**src/rtl/alu_seq.sv**
```systemverilog
// Registered ALU with persistent carry/borrow/zero flags, bit-serial shifts and
// valid/ready handshakes on the command and result sides.
module alu_seq #(
    parameter int WIDTH   = 8,
    parameter int ADDR_W  = 4,
    parameter int SHAMT_W = $clog2(WIDTH)
) (
    input  logic              clk,
    input  logic              rst,
    input  logic              in_valid,
    output logic              in_ready,
    input  logic [2:0]        opcode,
    input  logic [ADDR_W-1:0] addrs,
    input  logic [WIDTH-1:0]  d_in0,
    input  logic [WIDTH-1:0]  d_in1,
    output logic              out_valid,
    input  logic              out_ready,
    output logic [WIDTH-1:0]  d_out,
    output logic              carry,
    output logic              borrow,
    output logic              zero,
    output logic              bcf,
    output logic              bbf,
    output logic              buc,
    output logic              toggle_out,
    output logic              busy
);

    localparam logic [0:0] ST_IDLE  = 1'b0;
    localparam logic [0:0] ST_SHIFT = 1'b1;

    localparam logic [2:0] OP_ADD = 3'b000;
    localparam logic [2:0] OP_SUB = 3'b001;
    localparam logic [2:0] OP_XOR = 3'b010;
    localparam logic [2:0] OP_MOV = 3'b011;
    localparam logic [2:0] OP_ADC = 3'b100;
    localparam logic [2:0] OP_SBB = 3'b101;
    localparam logic [2:0] OP_SHL = 3'b110;

    localparam logic [ADDR_W-1:0] A_TGL = {ADDR_W{1'b1}};
    localparam logic [ADDR_W-1:0] A_BUC = A_TGL - ADDR_W'(1);
    localparam logic [ADDR_W-1:0] A_BBF = A_TGL - ADDR_W'(2);
    localparam logic [ADDR_W-1:0] A_BCF = A_TGL - ADDR_W'(3);

    logic [0:0]         state;
    logic [SHAMT_W-1:0] cnt;
    logic [WIDTH-1:0]   sh_reg;
    logic               sh_left;
    logic               bcf_r, bbf_r, buc_r;

    logic               accept, is_shift;
    logic [SHAMT_W-1:0] shamt;
    logic               cin, bin;
    logic [WIDTH:0]     sum, diff;
    logic [WIDTH-1:0]   res;
    logic               nxt_carry, nxt_borrow, nxt_zero, upd_zero;
    logic               n_bcf, n_bbf, n_buc, n_tgl;
    logic [WIDTH-1:0]   sh_next;
    logic               sh_bit;

    // A command transfers on a clock edge where in_valid && in_ready; a result
    // transfers on an edge where out_valid && out_ready. Both may happen on one edge.
    assign in_ready = !rst && (state == ST_IDLE) && (!out_valid || out_ready);
    assign accept   = in_valid && in_ready;
    assign busy     = (state == ST_SHIFT);
    assign is_shift = (opcode[2:1] == 2'b11);
    assign shamt    = d_in1[SHAMT_W-1:0];

    assign bcf = bcf_r && out_valid;
    assign bbf = bbf_r && out_valid;
    assign buc = buc_r && out_valid;

    assign sh_next = sh_left ? {sh_reg[WIDTH-2:0], 1'b0} : {1'b0, sh_reg[WIDTH-1:1]};
    assign sh_bit  = sh_left ? sh_reg[WIDTH-1] : sh_reg[0];

    always_comb begin
        // opcode[2] separates ADC/SBB from ADD/SUB, so it gates the incoming flag
        cin        = opcode[2] & carry;
        bin        = opcode[2] & borrow;
        sum        = {1'b0, d_in0} + {1'b0, d_in1} + {{WIDTH{1'b0}}, cin};
        diff       = {1'b0, d_in0} - {1'b0, d_in1} - {{WIDTH{1'b0}}, bin};
        res        = d_in0;
        nxt_carry  = carry;
        nxt_borrow = borrow;
        upd_zero   = 1'b1;
        n_bcf      = 1'b0;
        n_bbf      = 1'b0;
        n_buc      = 1'b0;
        n_tgl      = 1'b0;
        case (opcode)
            OP_ADD, OP_ADC: begin
                res       = sum[WIDTH-1:0];
                nxt_carry = sum[WIDTH];
            end
            OP_SUB, OP_SBB: begin
                res        = diff[WIDTH-1:0];
                nxt_borrow = diff[WIDTH];
            end
            OP_XOR: res = d_in0 ^ d_in1;
            OP_MOV: begin
                upd_zero = 1'b0;
                n_bcf    = (addrs == A_BCF) && carry;
                n_bbf    = (addrs == A_BBF) && borrow;
                n_buc    = (addrs == A_BUC);
                n_tgl    = (addrs == A_TGL);
            end
            default: ; // zero-amount shift: operand passes through, carry held
        endcase
        nxt_zero = upd_zero ? (res == '0) : zero;
    end

    always_ff @(posedge clk) begin
        if (rst) begin
            state      <= ST_IDLE;
            cnt        <= '0;
            sh_reg     <= '0;
            sh_left    <= 1'b0;
            out_valid  <= 1'b0;
            d_out      <= '0;
            carry      <= 1'b0;
            borrow     <= 1'b0;
            zero       <= 1'b0;
            bcf_r      <= 1'b0;
            bbf_r      <= 1'b0;
            buc_r      <= 1'b0;
            toggle_out <= 1'b0;
        end else begin
            if (out_valid && out_ready)
                out_valid <= 1'b0;
            case (state)
                ST_IDLE: begin
                    if (accept) begin
                        if (is_shift && shamt != '0) begin
                            sh_reg  <= d_in0;
                            sh_left <= (opcode == OP_SHL);
                            cnt     <= shamt;
                            state   <= ST_SHIFT;
                        end else begin
                            d_out     <= res;
                            carry     <= nxt_carry;
                            borrow    <= nxt_borrow;
                            zero      <= nxt_zero;
                            bcf_r     <= n_bcf;
                            bbf_r     <= n_bbf;
                            buc_r     <= n_buc;
                            out_valid <= 1'b1;
                            if (n_tgl)
                                toggle_out <= ~toggle_out;
                        end
                    end
                end
                default: begin
                    sh_reg <= sh_next;
                    cnt    <= cnt - SHAMT_W'(1);
                    // last step: the bit leaving now becomes the carry
                    if (cnt == SHAMT_W'(1)) begin
                        d_out     <= sh_next;
                        carry     <= sh_bit;
                        zero      <= (sh_next == '0);
                        bcf_r     <= 1'b0;
                        bbf_r     <= 1'b0;
                        buc_r     <= 1'b0;
                        out_valid <= 1'b1;
                        state     <= ST_IDLE;
                    end
                end
            endcase
        end
    end

endmodule

```
**config.mk**
```make
export PLATFORM = sky130hd
export DESIGN_NAME = alu_seq
export DESIGN_NICKNAME = d
export VERILOG_FILES = /design/src/rtl/alu_seq.sv
export SDC_FILE = /design/constraint.sdc
export NUM_CORES = 1
export LEC_CHECK = 0
export BUFFER_PORTS_ARGS = -buffer_cell sky130_fd_sc_hd__buf_2
export CAP_MARGIN = 20
export CORE_MARGIN = 4
export CORE_UTILIZATION = 48
export CTS_CLUSTER_DIAMETER = 40
export DETAILED_ROUTE_END_ITERATION = 7
export GPL_ROUTABILITY_DRIVEN = 0
export PLACE_DENSITY = 0.81
export SYNTH_ARGS = -nofsm -noshare
export SYNTH_HDL_FRONTEND = slang
export SYNTH_SLANG_ARGS = --single-unit
```
**constraint.sdc**
```tcl
create_clock -name clk -period 2.95 [get_ports clk]
set_input_delay 0.295 -clock clk [delete_from_list [all_inputs] [get_ports clk]]
set_output_delay 0.295 -clock clk [all_outputs]
set_load 0.1 [all_outputs]
```
* After elaboration in Yosys (flattened, before gate mapping)
Index checks and enable logic that the tools add are counted.
** Storage, ports and cells
- Output and inout port bits :: 18
- Input port bits :: 27
- Flip-flop bits (word level) :: 29
- Word-level logic and storage cells :: 114
** Cells by class
- Equality and inequality tests :: 15
- Mux-type cells :: 46
- Add/subtract/negate cells :: 5
- Bitwise logic cells :: 6
- Reductions and logical operators :: 29
** Operators with widths (count)
- 8-bit two-way mux :: 8
- 1-bit two-way mux :: 34
- 8-bit case mux with 3 select lines :: 1
- 4-bit == test, second input constant :: 4
- 8-bit logical NOT :: 2
- 4-bit AND reduction :: 4
- 1-bit logical AND :: 10
- 8-bit by 8-bit adder with 9-bit output :: 1
- 9-bit by 1-bit adder with 9-bit output :: 1
- 3-bit == test, second input constant :: 3
- 3-bit two-way mux :: 3
- 8-bit by 8-bit subtractor with 9-bit output :: 1
- 9-bit by 1-bit subtractor with 9-bit output :: 1
- 8-bit XOR :: 1
- 3-bit by 1-bit == test with 1-bit output, second input constant :: 2
- 3-bit by 2-bit == test with 1-bit output, second input constant :: 2
- 3-bit AND reduction :: 2
- 2-bit nonzero test :: 3
- 2-bit != test, second input constant :: 2
- 2-bit OR reduction :: 2
- 3-bit logical NOT :: 1
- 1-bit NOT :: 3
- 3-bit nonzero test :: 1
- 3-bit by 1-bit subtractor with 3-bit output, second input constant :: 1
- 6 further kinds :: 8

* Depth between registers and ports, before layout
Gate-level depths: netlist of run 1.
- Depth after elaboration :: 8
- Depth in mapped cells :: 12
- Mapped depth without buffers :: 11

* Worst setup path after synthesis of run 1
OpenSTA, ideal clock, no wires.
- Kind :: register -> register
- From :: register state, in the netlist busy
- To :: register zero
- Data required time :: 2874 ps
- Setup slack :: -1888 ps
- Stages on the path, launching flop included :: 8
- Path buffers :: 1
- Setup time :: 76 ps
- Period minus slack after synthesis :: 4838 ps
- Arrival time :: 4763 ps
- Path through :: dfxtp_1 -> buf_2 -> nor3b_1 -> nand2_1 -> o21ai_0 -> o2111ai_1 -> or4b_1 -> o22ai_1
** Between the ends
- Word-level cells in the longest chain between the ends :: 6
- Elaborated cells between the ends (all ways) :: 10
- Classes of those cells :: eq/ne (3); mux (1); bitwise (1); reduce/logical (5)
** Ends and longest elaborated chain
- from (decl) :: line 45 : logic [0:0] state;
- from (signal assigned) :: line 114 : state <= ST_IDLE;
- from (signal assigned) :: line 137 : state <= ST_SHIFT;
- from (signal assigned) :: line 164 : state <= ST_IDLE;
- 1-bit NOT (no source line)
- 1-bit logical AND (2 in series) :: line 63 : assign in_ready = !rst && (state == ST_IDLE) && (!out_valid || out_ready);
- via in_ready :: line 11 : output logic in_ready,
- 1-bit logical AND :: line 64 : assign accept = in_valid && in_ready;
- 2-bit nonzero test (no source line)
- 4-bit AND reduction (no source line)
- to (signal assigned) :: line 142 : zero <= nxt_zero;
- to (signal assigned) :: line 159 : zero <= (sh_next == '0);
- to (decl) :: line 21 : output logic zero,
The timed path passes the listed nets, and every way through them passes these cells.
A chain may end at the register's enable or synchronous reset.

* Final worst setup path of run 1
- From :: register borrow
- To :: register zero
** Between the ends
- Word-level cells in the longest chain between the ends :: 8
** Ends and longest elaborated chain
- from (decl) :: line 20 : output logic borrow,
- from (signal assigned) :: line 141 : borrow <= nxt_borrow;
- 1-bit AND :: line 79 : bin = opcode[2] & borrow;
- 9-bit by 1-bit subtractor with 9-bit output :: line 81 : diff = {1'b0, d_in0} - {1'b0, d_in1} - {{WIDTH{1'b0}}, bin};
- 8-bit case mux with 3 select lines :: line 90 : case (opcode)
- 8-bit logical NOT :: line 109 : nxt_zero = upd_zero ? (res == '0) : zero;
- 1-bit two-way mux :: line 109
- 1-bit two-way mux :: line 133 : if (is_shift && shamt != '0) begin
- 1-bit two-way mux :: line 132 : if (accept) begin
- 1-bit two-way mux :: line 130 : case (state)
Every way passes these cells. The select of a mux whose other input is x is not followed.

==> results of run 1 <==
[how the worst min path moves through the flow]
stage,from,endpoint,slack [ps],cells after the start
floorplan,buc_r$_SDFFE_PP0P_,buc_r$_SDFFE_PP0P_,430,2
global placement,buc_r$_SDFFE_PP0P_,buc_r$_SDFFE_PP0P_,440,2
detailed placement,buc_r$_SDFFE_PP0P_,buc_r$_SDFFE_PP0P_,440,2
finish,out_ready,out_valid$_SDFF_PP0_,320,3
CTS,out_ready,out_valid$_SDFF_PP0_,310,3
global route,out_ready,out_valid$_SDFF_PP0_,320,3
[layout by cell type, fill, tap and decap left out, types with 5 or more instances in the layout]
master and count:
a21oi_1 34, a311oi_1 5, a31oi_1 5, buf_2 44, buf_4 21, clkbuf_8 6
dfxtp_1 25, ha_1 24, inv_1 32, mux2i_1 7, nand2_1 33, nand2b_1 8
nand3_1 8, nor2_1 29, nor2b_1 7, nor3_1 5, o211ai_1 10, o21ai_0 16
[power by group through the flow]
stage	clock network [W]	registers (W)	logic, W
6_report	0.000335	0.000421	0.000510
3_3_place_gp	0	0.000429	0.000475
4_1_cts	0.000341	0.000421	0.000488
2_1_floorplan	0	0.000497	0.000282
5_1_grt	0.000357	0.000423	0.000550
3_5_place_dp	0	0.000429	0.000485
[cell families (layout without fill, tap and decap cells)]
| logic type | count (synthesis) | count (layout) | synth area share |
|---|---|---|---|
| buf+inv | 51 | 105 | 0.0808 |
| mux | 11 | 11 | 0.0432 |
| compound gates | 107 | 107 | 0.273 |
| xor+xnor | 6 | 6 | 0.0197 |
| flops | 29 | 29 | 0.218 |
| fa+ha+maj | 28 | 28 | 0.143 |
| simple gates | 118 | 118 | 0.223 |
[layout make-up]
cell class                 count  share of cell area
clock buffer                   8              0.0283
inverter                      32              0.0378
multi-input combinational    270               0.602
sequential                    29               0.186
tap                           70              0.0275
timing repair buffer          65               0.119
[repair_timing]
| action | in CTS | in global routing |
|---|---|---|
| setup buffers | 0 | 2 |
| setup endpoints to repair | 0 | 4 |
| resized for setup | 0 | 6 |
[metal layers]
metal | global-route usage | part of all wire
met5 | 0 | 0
met4 | 0.0621 | 0.017
met3 | 0.0412 | 0.072
met2 | 0.358 | 0.46
met1 | 0.306 | 0.45
[critical path, delay by kind of cell, from the launching register on]
| family | cells | cell delay, ps |
|---|---|---|
| AO/OA/AOI/OAI | 4 | 790 |
| adder cells (fa/ha/maj) | 2 | 800 |
| flip-flops | 1 | 390 |
| multiplexers | 1 | 270 |
| AND/OR/NAND/NOR | 3 | 630 |
[metrics by stage]
step	worst slack, ps	total power, W	hold WS [ps]	instance area [sq um]	cells
after global placement	1.68	0.000904	439	3050	464
after global routing	-79.4	0.00133	321	3180	474
after detailed placement	-90.6	0.000915	443	3050	464
final	8.31	0.00127	321	3180	474
after floorplan	-20.1	0.000779	427	2690	350
after CTS	13.0	0.00125	314	3140	472
==> impl_metrics.toml, run 1 <==
[pwr]
power_switching_w = 0.000483
p_per_area_nw_per_um2 = 398
p_comb_frac = 0.403
p_seq_frac = 0.333
p_leak_nw = 1.36
p_clk_frac = 0.265
p_int_w = 0.000783
p_sw_frac = 0.382
peakVddDrop_uv = 299

[synth]
synth_cell_type_count = 55
seq_area_frac_synth = 0.218
syn_inst = 350
async_flop_share = 0
synth_commonest_cells = "a21oi_1, nand2_1, inv_1"
synth-warning-count = 0
yosysTopAreaCell = "dfxtp_1"
ys_ff_latch = 29
synth_ff_type = "dfxtp_1"
avgSynthCellArea_sq_um = 7.61
synth_top_area_frac = 0.218
synth_nets = 405
netlist_area_sq_um = 2660
synthTopCellsByArea = "dfxtp_1, ha_1, a21oi_1, nand2_1, inv_1"
synth_edf_count = 0

[cells_and_area]
layout-drive-gt1-share = 0.225
diodes = 0
regArea_sq_um = 591
syn_to_final_growth_pct = 19.4
fin_util = 0.607
multiInputGateArea_sq_um = 1910
nFillCells = 498
nets = 458

[hold_path]
min_path_type = "input pin to flop"

[global_routing]
grt_first_pass_wirelength_um = 11900
antenna_found_initial = 0
track_usage = 0.223
grt_pass1_vias = 2588
grt_max_degree = 31
gr-total-overflow = 0

[placed_design]
place.detailed.hpwl_um = 5780
io_buffers = 44

[timing]
worst-slew-pin-transition_ps = 494
tns_ps = 0
clock.fmax_mhz = 340
hold_viol = 0
finalSetupViolations = 0
period_needed_ps = 2940
rsz0062_at_grt = "true"
slew_headroom = 0.673
finalCritPeriodShare = 0.997
maxSlewViolCount = 0
fin_worst_skew_ps = 9.97

[detailed_routing]
num_vias = 2782
ant_nets = 0
drtIter0Drc = 195
first_pass_iters = 5
wl_per_cell_um = 15.9
finalWirelength_um = 7550
avgViaCountPerCell = 5.87
drc = 0

[die]
core_area_sq_um = 5240
die_x_um = 82.5
die-area_sq_um = 6810
start_util = 0.509
die_y_um = 82.5
io_pins = 45
rows = 26

[run]
maxCapViolCount = 0

[critical_path]
crit_slowest_cell = "or4b_1"
cp_max_fo = 4
r2r_setup_slack_ps = 8
critPathCaptureType = "flop"
arrival_ps = 3150
worstReg2RegEnd = "zero$_SDFFE_PP0P_"
worstSetupEndpoint = "zero$_SDFFE_PP0P_"
path_cells = "nand2_2 -> fa_2 -> fa_1 -> mux2_2 -> nand2_1 -> o211ai_1 -> a2111oi_4 -> o2111ai_1 -> or4b_1 -> o22ai_2"
cp_slowest_stage_delay_ps = 500
required_ps = 3160
critPathLaunchType = "flop"
reg2reg_depth = 10
startpoint = "borrow$_SDFFE_PP0P_"
r2r-start = "borrow$_SDFFE_PP0P_"
worstSetupPathType = "flop to flop"

[clock_tree]
cts.sinks = 29
cts_inserted_buffers = 5
htreeDepth = 2
hold_buffers = 0
root_buffer = "clkbuf_8"
clkTransAtPathRegs_ps = 70
cts_tree = "built"
clk_latency_ps = 280
clockBufferDepth = 2

[status]
status = "finished clean"
Power figures use the tool's default switching activity.
==> run 2, diff against run 1 <==
--- a/config.mk
+++ b/config.mk
@@ -5,8 +5,8 @@
 export SDC_FILE = /design/constraint.sdc
 export NUM_CORES = 1
 export LEC_CHECK = 0
+export ABC_AREA = 1
 export BUFFER_PORTS_ARGS = -buffer_cell sky130_fd_sc_hd__buf_2
-export CAP_MARGIN = 20
 export CORE_MARGIN = 4
 export CORE_UTILIZATION = 48
 export CTS_CLUSTER_DIAMETER = 40
==> run 2 against run 1 <==
  * Sequential power is 2% higher
  * Highest routed layer unchanged
  * Largest power group unchanged
  * Critical endpoint unchanged
  * Clock skew is 0.87 ps lower
  * Worst setup slack better by 550 ps
  * Clock-buffer cell count fell by 3
  * Non-clock buffer count decreased by 19
  * Final area shrank 6.0%
  * Clock power decreased by 3%
  * Utilization fell by 3.7 points
  * Critical path depth rose by 4
==> impl_metrics.toml, run 2 <==
[status]
status = "finished clean"

[synth]
synth_edf_count = 0
avgSynthCellArea_sq_um = 6.26
yosysTopAreaCell = "dfxtp_1"
synth_top_area_frac = 0.217
ys_ff_latch = 29
synth_commonest_cells = "nand2_1, inv_1, nand3_1"
synth-warning-count = 0
synth_ff_type = "dfxtp_1"
netlist_area_sq_um = 2670
syn_inst = 427
synth_nets = 482
async_flop_share = 0
seq_area_frac_synth = 0.217
synthTopCellsByArea = "dfxtp_1, nand2_1, ha_1, inv_1, nand3_1"
synth_cell_type_count = 32
yosysMostFrequentCell = "nand2_1"

[detailed_routing]
drc = 0
ant_nets = 0
avgViaCountPerCell = 5.35
wl_per_cell_um = 13.5
drtIter0Drc = 215
finalWirelength_um = 7290
num_vias = 2883
first_pass_iters = 5

[cells_and_area]
nFillCells = 531
regArea_sq_um = 581
syn_to_final_growth_pct = 11.8
final_cell_mix = "nand2_1, inv_1, buf_2, nand3_1, dfxtp_1"
multiInputGateArea_sq_um = 1720
layout-drive-gt1-share = 0.160
fin_util = 0.571
nets = 523
diodes = 0
final_common_cell = "nand2_1"
stdcell_area_sq_um = 2990
instances_no_fill = 539

[die]
core_area_sq_um = 5240
start_util = 0.510
io_pins = 45
die_x_um = 82.6
rows = 26
die-area_sq_um = 6830
die_y_um = 82.6

[timing]
fin_worst_skew_ps = 9.11
clock.fmax_mhz = 418
rsz0062_at_grt = "false"
slew_headroom = 0.573
finalCritPeriodShare = 0.811
setup_slack_ps = 559
finalSetupViolations = 0
hold_viol = 0
maxSlewViolCount = 0
tns_ps = 0
period_needed_ps = 2390
worst-slew-pin-transition_ps = 635

[global_routing]
track_usage = 0.225
grt_first_pass_wirelength_um = 11700
antenna_found_initial = 0
grt_pass1_vias = 2528
grt_max_degree = 23
gr-total-overflow = 0

[clock_tree]
cts_tree = "built"
htreeDepth = 2
cts.sinks = 29
clockBufferDepth = 2
cts_setup_buffers = 0
clk_latency_ps = 280
root_buffer = "clkbuf_8"
cts_inserted_buffers = 5
clkTransAtPathRegs_ps = 70
cts_resized = 0
hold_buffers = 0

[placed_design]
dp.cells = 531
place.detailed.hpwl_um = 5720
place_area_sq_um = 2900
pre_cts_ws_ps = 512
io_buffers = 44

[critical_path]
cp_slowest_stage_delay_ps = 420
path_cells = "nand2_1 -> fa_1 -> fa_1 -> inv_1 -> nand3_1 -> nand2_1 -> nand2_1 -> nand2_1 -> nand2_1 -> nand3_1 -> nand4_1 -> nor2_1 -> nand2_1 -> a21oi_2"
crit_slowest_cell = "fa_1"
cp_top_family = "simple AND/OR/NAND/NOR gates"
critPathCaptureType = "flop"
arrival_ps = 2620
cpMostUsedCell = "nand2_1"
crit_buf_inv = 1
cp_max_fo = 4
worstSetupPathType = "flop to flop"
required_ps = 3180
critPathLaunchType = "flop"

[pwr]
p_leak_nw = 1.56
peakVddDrop_uv = 241
p_per_area_nw_per_um2 = 409

[run]
maxCapViolCount = 0

[hold_path]
min_path_type = "input pin to flop"
## run 2: worst paths after layout
path	cells after the start	slack (ps)	to	from
worst min-delay path	3	290	buc_r$_SDFFE_PP0P_	addrs[1]
worst min register to register	2	470	cnt[1]$_SDFFE_PP0P_	cnt[1]$_SDFFE_PP0P_
worst max-delay path	14	560	zero$_SDFFE_PP0P_	carry$_SDFFE_PP0P_
worst max register to register	14	560	zero$_SDFFE_PP0P_	carry$_SDFFE_PP0P_
## run 2: logic make-up after synthesis
logic type / count (synthesis) / share of synthesized area
flip-flops: 29 / 0.217
multiplexers: 3 / 0.0112
AO/OA/AOI/OAI: 65 / 0.137
XOR/XNOR: 1 / 0.00328
AND/OR/NAND/NOR: 215 / 0.351
adder cells (fa/ha/maj): 28 / 0.142
buffers and inverters: 86 / 0.139
## run 2: layout make-up
type | count | share of cell area
clock inverter | 3 | 0.00586
inverter | 74 | 0.0929
sequential | 29 | 0.194
tap | 70 | 0.0293
timing repair buffer | 46 | 0.0787
clock buffer | 5 | 0.0230
multi-input combinational | 312 | 0.576
## run 2: per-layer routing
layer / GRT usage / part of all wire / vias to the layer above
met5: 0 / 0 / -
met4: 0.0752 / 0.019 / 0
met3: 0.0423 / 0.090 / 14
met2: 0.361 / 0.44 / 124
met1: 0.302 / 0.45 / 1295
li1: - / - / 1450
## run 2: per-stage QoR
stage	power, W	hold slack [ps]
floorplan	0.000799	444
global placement	0.000893	458
detailed placement	0.000901	460
CTS	0.00122	294
global route	0.00130	313
finish	0.00122	293
## run 2: power by group
group / internal [W] / switching (W) / total [W]
registers: 0.000413 / 0.0000150 / 0.000428
clock network: 0.000162 / 0.000162 / 0.000324
logic: 0.000136 / 0.000335 / 0.000471
## run 2: worst register-to-register path, cell delays in order (launching register included)
cell and delay, ps:
dfxtp_1 390, nand2_1 100, fa_1 420, fa_1 400, inv_1 90, nand3_1 110
nand2_1 120, nand2_1 80, nand2_1 60, nand2_1 60, nand3_1 80, nand4_1 100
nor2_1 130, nand2_1 80, a21oi_2 100
==> run 3, diff against run 2 <==
--- a/config.mk
+++ b/config.mk
@@ -12,7 +12,7 @@
 export CTS_CLUSTER_DIAMETER = 40
 export DETAILED_ROUTE_END_ITERATION = 7
 export GPL_ROUTABILITY_DRIVEN = 0
-export PLACE_DENSITY = 0.81
+export PLACE_DENSITY = 0.78
 export SYNTH_ARGS = -nofsm -noshare
 export SYNTH_HDL_FRONTEND = slang
 export SYNTH_SLANG_ARGS = --single-unit
==> constraint.sdc (replaced) <==
create_clock -name clk -period 2.4 [get_ports clk]
set_input_delay 0.24 -clock clk [delete_from_list [all_inputs] [get_ports clk]]
set_output_delay 0.24 -clock clk [all_outputs]
set_load 0.1 [all_outputs]
==> run 3 against run 2 <==
  * Clock power grew 37%
  * Clock skew shrank 3.8 ps
  * Wire length shrank 1.3%
  * Via count shrank 0.38%
  * Sequential cell count is the same
  * Non-clock buffer count is the same
  * First-iteration DRC count grew 18%
  * Worst setup slack lost 460 ps
  * Total power grew 27%
  * Maximum frequency grew 4.0%
  * Critical endpoint unchanged
  * Largest power group unchanged
==> impl_metrics.toml, run 3 (synthesis gave the netlist of run 2 again) <==
[critical_path]
startpoint = "borrow$_SDFFE_PP0P_"
r2r-start = "borrow$_SDFFE_PP0P_"
worstSetupPathType = "flop to flop"
path_cells = "nand2_1 -> fa_2 -> ha_1 -> or2_2 -> nand3_1 -> nand4_1 -> nor2_1 -> nand3_1 -> nor2_2 -> nand2_1 -> a21oi_2"
required_ps = 2620
crit_buf_inv = 0
critPathCaptureType = "flop"
cp_slowest_stage_delay_ps = 540
critPathLaunchType = "flop"
r2r_setup_slack_ps = 100
worstReg2RegEnd = "zero$_SDFFE_PP0P_"
arrival_ps = 2520
cp_max_fo = 4
cp_top_family = "simple AND/OR/NAND/NOR gates"
reg2reg_depth = 11
crit_slowest_cell = "fa_2"

[detailed_routing]
avgViaCountPerCell = 5.33
first_pass_iters = 5
wl_per_cell_um = 13.3
num_vias = 2872
finalWirelength_um = 7190
drc = 0
ant_nets = 0
drtIter0Drc = 254

[pwr]
power_switching_w = 0.000620
p_comb_frac = 0.376
p_leak_nw = 1.57
peakVddDrop_uv = 413
p_int_w = 0.000937
p_clk_frac = 0.286
p_per_area_nw_per_um2 = 513
p_seq_frac = 0.338
p_sw_frac = 0.398

[global_routing]
grt_max_degree = 20
grt_pass1_vias = 2504
antenna_found_initial = 0
track_usage = 0.222
gr-total-overflow = 0
grt_first_pass_wirelength_um = 11600

[cells_and_area]
fin_util = 0.580
nets = 523
layout-drive-gt1-share = 0.186
instances_no_fill = 539
nFillCells = 528
syn_to_final_growth_pct = 13.6
final_cell_mix = "nand2_1, inv_1, buf_2, nand3_1, nor2_1"
diodes = 0
final_common_cell = "nand2_1"
multiInputGateArea_sq_um = 1740
regArea_sq_um = 591

[hold_path]
min_path_type = "input pin to flop"
worstHoldPathCells = 3
hold_path_startpoint = "addrs[1]"
min_to = "buc_r$_SDFFE_PP0P_"

[placed_design]
dp.cells = 531
place.detailed.hpwl_um = 5610
io_buffers = 44

[timing]
finalSetupViolations = 0
slew_headroom = 0.559
hold_viol = 0
worst-slew-pin-transition_ps = 657
clock.fmax_mhz = 435
period_needed_ps = 2300
rsz0062_at_grt = "false"
maxSlewViolCount = 0
fin_worst_skew_ps = 5.31
finalCritPeriodShare = 0.958
tns_ps = 0

[clock_tree]
cts_resized = 0
root_buffer = "clkbuf_8"
clockBufferDepth = 2
cts_tree = "built"
htreeDepth = 2
clkTransAtPathRegs_ps = 60
cts_inserted_buffers = 5
cts.sinks = 29
hold_buffers = 0
clk_latency_ps = 280
cts_setup_buffers = 0

[die]
rows = 26
die_x_um = 82.6
die_y_um = 82.6
core_area_sq_um = 5240
start_util = 0.510
die-area_sq_um = 6830
io_pins = 45

[run]
maxCapViolCount = 0

[status]
status = "finished clean"
-- run 3: changes by cell type in the layout (fill, tap and decap cells not counted) --
| cell | before | now |
|---|---|---|
| a21oi_2 | 3 | 4 |
| clkinv_2 | 2 | 1 |
| nor2_2 | 5 | 7 |
| nand2_1 | 121 | 120 |
| clkbuf_8 | 5 | 7 |
| nand2_2 | 5 | 6 |
| fa_1 | 4 | 0 |
| dfxtp_4 | 0 | 2 |
| dfxtp_1 | 29 | 25 |
| nor2_1 | 28 | 26 |
| clkinvlp_4 | 1 | 0 |
| fa_2 | 0 | 4 |
| a21oi_1 | 26 | 25 |
| dfxtp_2 | 0 | 2 |
-- run 3: metal layers --
metal	up-vias	GRT usage	wire length [um]
li1	1446	-	-
met1	1290	0.304	3360
met2	118	0.341	3060
met3	18	0.0466	556
met4	0	0.0866	214
met5	-	0	0
-- run 3: per-stage QoR --
| step | instance area, sq um | worst slack, ps | hold WS (ps) | power (W) |
|---|---|---|---|---|
| floorplan | 2680 | 7.23 | 393 | 0.000982 |
| global placement | 2910 | 64.3 | 455 | 0.00110 |
| detailed placement | 2910 | 4.80 | 470 | 0.00111 |
| CTS | 3010 | 94.7 | 246 | 0.00155 |
| global route | 3040 | 5.44 | 260 | 0.00166 |
| finish | 3040 | 101 | 256 | 0.00156 |
-- run 3: how the worst max path moves through the flow --
stage | slack, ps | endpoint | cells after the start
6_report | 100 | zero$_SDFFE_PP0P_ | 11
5_1_grt | 5 | zero$_SDFFE_PP0P_ | 11
4_1_cts | 90 | zero$_SDFFE_PP0P_ | 14
2_1_floorplan | 7 | sh_reg[4]$_SDFFE_PP0P_ | 7
3_5_place_dp | 5 | zero$_SDFFE_PP0P_ | 15
3_3_place_gp | 60 | zero$_SDFFE_PP0P_ | 15
-- run 3: final cells by class --
cell class	count	area share
multi-input cells	312	0.574
well taps	70	0.0289
clock buffers	7	0.0317
clock inverters	1	0.00165
repair buffers	46	0.0775
flip-flops and latches	29	0.195
inverters	74	0.0915
-- run 3: worst reg2reg max path: stages, from the launching register on --
cell	delay (ps)
dfxtp_4	370
nand2_1	70
fa_2	540
ha_1	240
or2_2	290
nand3_1	70
nand4_1	120
nor2_1	150
nand3_1	110
nor2_2	110
nand2_1	70
a21oi_2	100
-- run 3: power by group through the flow --
stage	Combinational, W	Sequential [W]	Clock [W]
final	0.000586	0.000526	0.000445
after global routing	0.000646	0.000529	0.000489
after CTS	0.000573	0.000526	0.000452
after detailed placement	0.000571	0.000536	0
after global placement	0.000562	0.000536	0
after floorplan	0.000345	0.000636	0
